===== config.mk =====
export PLATFORM = sky130hd
export DESIGN_NAME = conv_bias_sequencer
export DESIGN_NICKNAME = d
export VERILOG_FILES = /design/src/rtl/conv_bias_sequencer_pkg.sv /design/src/rtl/bias_add_sat.sv /design/src/rtl/conv_bias_sequencer.sv
export SDC_FILE = /design/constraint.sdc
export NUM_CORES = 1
export LEC_CHECK = 0
export BUFFER_PORTS_ARGS = -buffer_cell sky130_fd_sc_hd__clkbuf_2
export CORE_ASPECT_RATIO = 0.75
export CORE_UTILIZATION = 45
export DETAILED_ROUTE_END_ITERATION = 10
export PLACE_DENSITY = 0.73
export SLEW_MARGIN = 0
export SYNTH_ARGS = -nofsm -noshare
export SYNTH_HDL_FRONTEND = slang
export SYNTH_SLANG_ARGS = --single-unit

===== constraint.sdc =====
create_clock -name clk -period 4.5 [get_ports clk]
set_input_delay 0.675 -clock clk [delete_from_list [all_inputs] [get_ports clk]]
set_output_delay 0.675 -clock clk [all_outputs]
set_load 0.1 [all_outputs]

===== src/rtl/conv_bias_sequencer_pkg.sv =====
// Shared fixed-point constants and sequencer state type for the conv2d layer tail.
package conv_bias_sequencer_pkg;

  localparam int unsigned DATA_W    = 8;
  localparam int unsigned FRAC_BITS = 7;
  localparam int          Q17_MAX   = 127;
  localparam int          Q17_MIN   = -128;

  typedef enum logic [1:0] {
    IDLE  = 2'd0,
    RUN   = 2'd1,
    DRAIN = 2'd2
  } state_t;

endpackage


===== src/rtl/bias_add_sat.sv =====
// Combinational bias add, floor requantise, optional ReLU and Q1.7 saturation.
module bias_add_sat #(
  parameter int unsigned ACC_W     = 24,
  parameter int unsigned FRAC_BITS = conv_bias_sequencer_pkg::FRAC_BITS,
  parameter bit          RELU_EN   = 1'b0
) (
  input  logic [ACC_W-1:0] acc,
  input  logic [7:0]       bias,
  output logic [7:0]       result
);
  import conv_bias_sequencer_pkg::*;

  localparam int unsigned SUM_W = ACC_W + 1;

  logic signed [SUM_W-1:0] acc_x;
  logic signed [SUM_W-1:0] bias_x;
  logic signed [SUM_W-1:0] sum;
  logic signed [SUM_W-1:0] q;
  logic signed [SUM_W-1:0] clip;

  // Bias is Q1.7, accumulator is Q.14: align the bias before adding.
  always_comb begin
    acc_x  = SUM_W'($signed(acc));
    bias_x = SUM_W'($signed(bias)) <<< FRAC_BITS;
    sum    = acc_x + bias_x;
    q      = sum >>> FRAC_BITS;
    clip   = q;
    if (RELU_EN && q[SUM_W-1]) begin
      clip = '0;
    end
    if (clip > SUM_W'(Q17_MAX)) begin
      clip = SUM_W'(Q17_MAX);
    end else if (clip < SUM_W'(Q17_MIN)) begin
      clip = SUM_W'(Q17_MIN);
    end
  end

  assign result = DATA_W'(clip);

endmodule


===== src/rtl/conv_bias_sequencer.sv =====
// Frame sequencer for the per-channel bias-add/requantise tail of a conv2d layer.
module conv_bias_sequencer #(
  parameter int unsigned NUM_CH    = 64,
  parameter int unsigned NUM_PIX   = 64,
  parameter int unsigned ACC_W     = 24,
  parameter int unsigned FRAC_BITS = conv_bias_sequencer_pkg::FRAC_BITS,
  parameter bit          RELU_EN   = 1'b0
) (
  input  logic             clk,
  input  logic             rst,
  input  logic             start,
  output logic             busy,
  output logic             done,
  input  logic             acc_valid,
  output logic             acc_ready,
  input  logic [ACC_W-1:0] acc_data,
  output logic [15:0]      rom_row,
  output logic [15:0]      rom_col,
  input  logic [7:0]       rom_data,
  output logic             out_valid,
  input  logic             out_ready,
  output logic [7:0]       out_data,
  output logic [15:0]      out_ch,
  output logic             out_last
);
  import conv_bias_sequencer_pkg::*;

  localparam int unsigned CH_W  = (NUM_CH  > 1) ? $clog2(NUM_CH)  : 1;
  localparam int unsigned PIX_W = (NUM_PIX > 1) ? $clog2(NUM_PIX) : 1;

  state_t             state;
  logic [CH_W-1:0]    ch_cnt;
  logic [PIX_W-1:0]   pix_cnt;
  logic [DATA_W-1:0]  sat_data;
  logic               accept;
  logic               consume;
  logic               last_ch;
  logic               last_pix;

  bias_add_sat #(
    .ACC_W     (ACC_W),
    .FRAC_BITS (FRAC_BITS),
    .RELU_EN   (RELU_EN)
  ) u_bias_add_sat (
    .acc    (acc_data),
    .bias   (rom_data),
    .result (sat_data)
  );

  // Single output register: a new word may enter only if the slot is free or draining now.
  assign acc_ready = (state == RUN) && (!out_valid || out_ready);
  assign accept    = acc_valid && acc_ready;
  assign consume   = out_valid && out_ready;
  assign last_ch   = (ch_cnt == CH_W'(NUM_CH - 1));
  assign last_pix  = (pix_cnt == PIX_W'(NUM_PIX - 1));
  assign busy      = (state != IDLE);
  assign rom_row   = 16'(ch_cnt);
  assign rom_col   = '0;

  always_ff @(posedge clk or posedge rst) begin
    if (rst) begin
      state     <= IDLE;
      ch_cnt    <= '0;
      pix_cnt   <= '0;
      done      <= 1'b0;
      out_valid <= 1'b0;
      out_data  <= '0;
      out_ch    <= '0;
      out_last  <= 1'b0;
    end else begin
      done <= 1'b0;
      case (state)
        IDLE: begin
          if (start) begin
            state   <= RUN;
            ch_cnt  <= '0;
            pix_cnt <= '0;
          end
        end
        RUN: begin
          if (accept) begin
            out_valid <= 1'b1;
            out_data  <= sat_data;
            out_ch    <= 16'(ch_cnt);
            out_last  <= last_ch && last_pix;
            if (last_ch) begin
              ch_cnt  <= '0;
              pix_cnt <= last_pix ? '0 : pix_cnt + PIX_W'(1);
            end else begin
              ch_cnt  <= ch_cnt + CH_W'(1);
            end
            if (last_ch && last_pix) begin
              state <= DRAIN;
            end
          end else if (consume) begin
            out_valid <= 1'b0;
          end
        end
        DRAIN: begin
          if (consume) begin
            out_valid <= 1'b0;
            out_last  <= 1'b0;
            done      <= 1'b1;
            state     <= IDLE;
            ch_cnt    <= '0;
            pix_cnt   <= '0;
          end
        end
        default: begin
          state <= IDLE;
        end
      endcase
    end
  end

endmodule


==> flow_metrics.env <==
export IMPL_fin_crit_ns=3.11
export IMPL_skew_ns=0.00575
export IMPL_pin_count=98
export IMPL_synth_cells=328
export IMPL_dp_cells=457
export IMPL_drt_pass1_iter_count=4
export IMPL_ys_async_sr_fraction_pct=100
export IMPL_drt_wl_total_um=5770
export IMPL_start_kind="primary input"
export IMPL_avgRoutedWirePerCell_um=12.4
export IMPL_antenna_found_initial=0
export IMPL_ir_worst_vdd_v=0.000404
export IMPL_powerDensity_nw_per_um2=548
export IMPL_ys_ff_latch=31
export IMPL_use_met2_pct=26.8
export IMPL_slew_violations=0
export IMPL_clockRootBuffer="clkbuf_8"
export IMPL_nNetsFinal=447
export IMPL_synth_edf_count=0
export IMPL_core_area_um2=5890
export IMPL_synth_cell_area_um2=2790
export IMPL_yosys_warnings=0
export IMPL_place_congestion=0.843
export IMPL_setup_tns_final_ns=0
export IMPL_ys_seq_area_share_pct=27.8
export IMPL_drive_gt1_share_pct=22.7
export IMPL_ant_nets=0
export IMPL_setup_viol=0
export IMPL_cpMaxStageDelayCell="fa_1"
export IMPL_grt_pass1_wl_um=9410
export IMPL_crit_fanout=5
export IMPL_fin_cells=465
export IMPL_cts_setup_buffers=0
export IMPL_design_area_um2=3100
export IMPL_rsz0062_at_grt="false"
export IMPL_drt_iter0_markers=128
export IMPL_dieArea_um2=6520
export IMPL_path_clk_slew_ns=0.06
export IMPL_holdBufCountCts=0
export IMPL_drc=0
export IMPL_path_cells="clkbuf_2 > ha_1 > inv_1 > fa_1 > nor2b_4 > o2111ai_2 > a31oi_2 > nor2_1 > o311ai_4 > nand4_2 > o31ai_4 > nor2_2 > a211oi_2"
export IMPL_hold_viol_final=0
export IMPL_num_rows=24
export IMPL_syn2layout_area_growth_pct=11.1
export IMPL_worstMarginPinSlew_ns=0.548
export IMPL_holdWs_ns=0.451
export IMPL_cpPeakStageDelay_ns=0.44
export IMPL_cp_required_ns=4.69
export IMPL_critPathCaptureType="flop"
export IMPL_cts_buffers=5
export IMPL_initial_utilization_pct=47.4
export IMPL_hold_path_class="in2async"
export IMPL_io_buffers=54
export IMPL_cts_path_max_buffers=2
export IMPL_relSlewSlack_pct=63.6
export IMPL_grt_busiest_layer="met2"
export IMPL_postSynthAreaPerCell_um2=8.50
export IMPL_insertedDiodeCount=0
export IMPL_clock_sinks=31
export IMPL_grt_max_degree=32
export IMPL_grt_overflow=0
export IMPL_leakage_uw=0.00154
export IMPL_outcome="finished, final reports clean"
export IMPL_yosys_cell_types_count=64
export IMPL_postPlaceCellArea_um2=3020
export IMPL_timing_max_cap_violations=0
export IMPL_grt_use_met3_pct=4.68
export IMPL_cts_resized=0
export IMPL_gr_usage_met1_pct=26.6
export IMPL_die_h_um=70.2
export IMPL_tritoncts="built"
export IMPL_hpwl_um=4670
export IMPL_cp_arrival_ns=3.30
export IMPL_path_class="in2reg"
export IMPL_via_per_inst=5.13
export IMPL_via_count=2386
export IMPL_h_tree_depth=2
export IMPL_clock_latency_ns=0.27
export IMPL_period_share_pct=69.2
export IMPL_synth_top_flop_cell="dfrtp_1"
export IMPL_track_usage_pct=18.0
export IMPL_grt_pass1_vias=2045
export IMPL_fp_dieW_um=92.9
export IMPL_fmax_ghz=0.321
==> path summary, 6_finish.rpt <==
check	start	to	slack, ns	cells after the start
min in group clk	out_ch[4]	out_ch[4]	0.48	2
worst min register to register	out_ch[4]	out_ch[4]	0.48	2
worst max register to register	state[1]	out_data[0]	2.02	9
worst min-delay path	rst	out_data[1]	0.45	3
max in group asynchronous	rst	pix_cnt[1]	3.77	3
worst max-delay path	acc_data[7]	out_data[1]	1.39	13
==> report_power, final <==
part	internal [uW]	switching, uW	leakage (uW)
logic	220	885	0.00110
clock network	108	93.5	0.0000422
registers	341	48.9	0.000399
==> layout make-up <==
cell class / count / area [um^2]
timing repair buffer: 57 / 293
clock inverter: 1 / 5.00
inverter: 18 / 67.6
clock buffer: 7 / 76.3
multi-input combinational: 273 / 1780
sequential: 31 / 776
fill: 578 / 2790
tap: 78 / 97.6
==> worst max-delay path: cells and delay by family <==
family	cells	cell delay, ns
AO/OA/AOI/OAI	5	1.30
adder cells (fa/ha/maj)	2	0.64
buffers and inverters	2	0.15
AND/OR/NAND/NOR	4	0.55
==> layer usage <==
layer	wire (um)	vias up
met5	0	-
met4	19	0
met3	455	4
met2	2390	93
met1	2910	1091
li1	-	1198
==> synth_stat cells, types with 3 or more instances <==
cell type / n / share of area (%)
nand2_1: 50 / 6.7
buf_4: 37 / 10
dfrtp_1: 31 / 28
ha_1: 23 / 10
o21ai_0: 22 / 3.9
nor2_1: 19 / 2.6
inv_1: 18 / 2.4
a21oi_1: 16 / 2.9
nand3_1: 9 / 1.6
nand2b_1: 7 / 1.6
xor2_1: 7 / 2.2
xnor2_1: 6 / 1.9
and3_1: 5 / 1.1
nand4_1: 5 / 1.1
o31ai_1: 5 / 1.3
a211oi_2: 3 / 1.3
a21oi_2: 3 / 0.94
clkbuf_1: 3 / 0.40
nand3b_1: 3 / 0.81
nor2b_1: 3 / 0.67
o21a_1: 3 / 0.81
==> flip-flops by register name (all words and copies together), names as in the netlist <==
register   cells
done           1
out_data       8
out_last       1
pix_cnt        6
state          2
out_valid      1
out_ch         6
ch_cnt         6
==> cells in the final DEF, fill, tap and decap left out, drive strengths merged, types with 10 or more instances in the layout <==
cell,netlist,routed
a21oi,19,19
clkbuf,3,61
conb,1,36
dfrtp,31,31
ha,23,23
inv,18,18
nand2,50,50
nand3,10,10
nor2,20,20
o21ai,24,24
==> stage by stage <==
stage / util (%) / power, uW / setup WS [ns]
floorplan: - / 1340 / 1.52
global placement: 51.2 / 1480 / 1.20
detailed placement: 51.2 / 1500 / 1.11
CTS: 52.6 / 1710 / 1.38
global route: 52.6 / 1800 / 1.12
finish: 52.6 / 1700 / 1.39
==> cells by family after synthesis <==
kind of cell | after synthesis | share of synthesized area (%)
AO/OA/AOI/OAI | 77 | 20.4
XOR/XNOR | 14 | 4.67
adder cells (fa/ha/maj) | 24 | 11.0
buffers and inverters | 59 | 13.0
flip-flops | 31 | 27.8
multiplexers | 3 | 1.12
other | 1 | 0.135
AND/OR/NAND/NOR | 119 | 21.9
(Power assumes the default switching activity.)
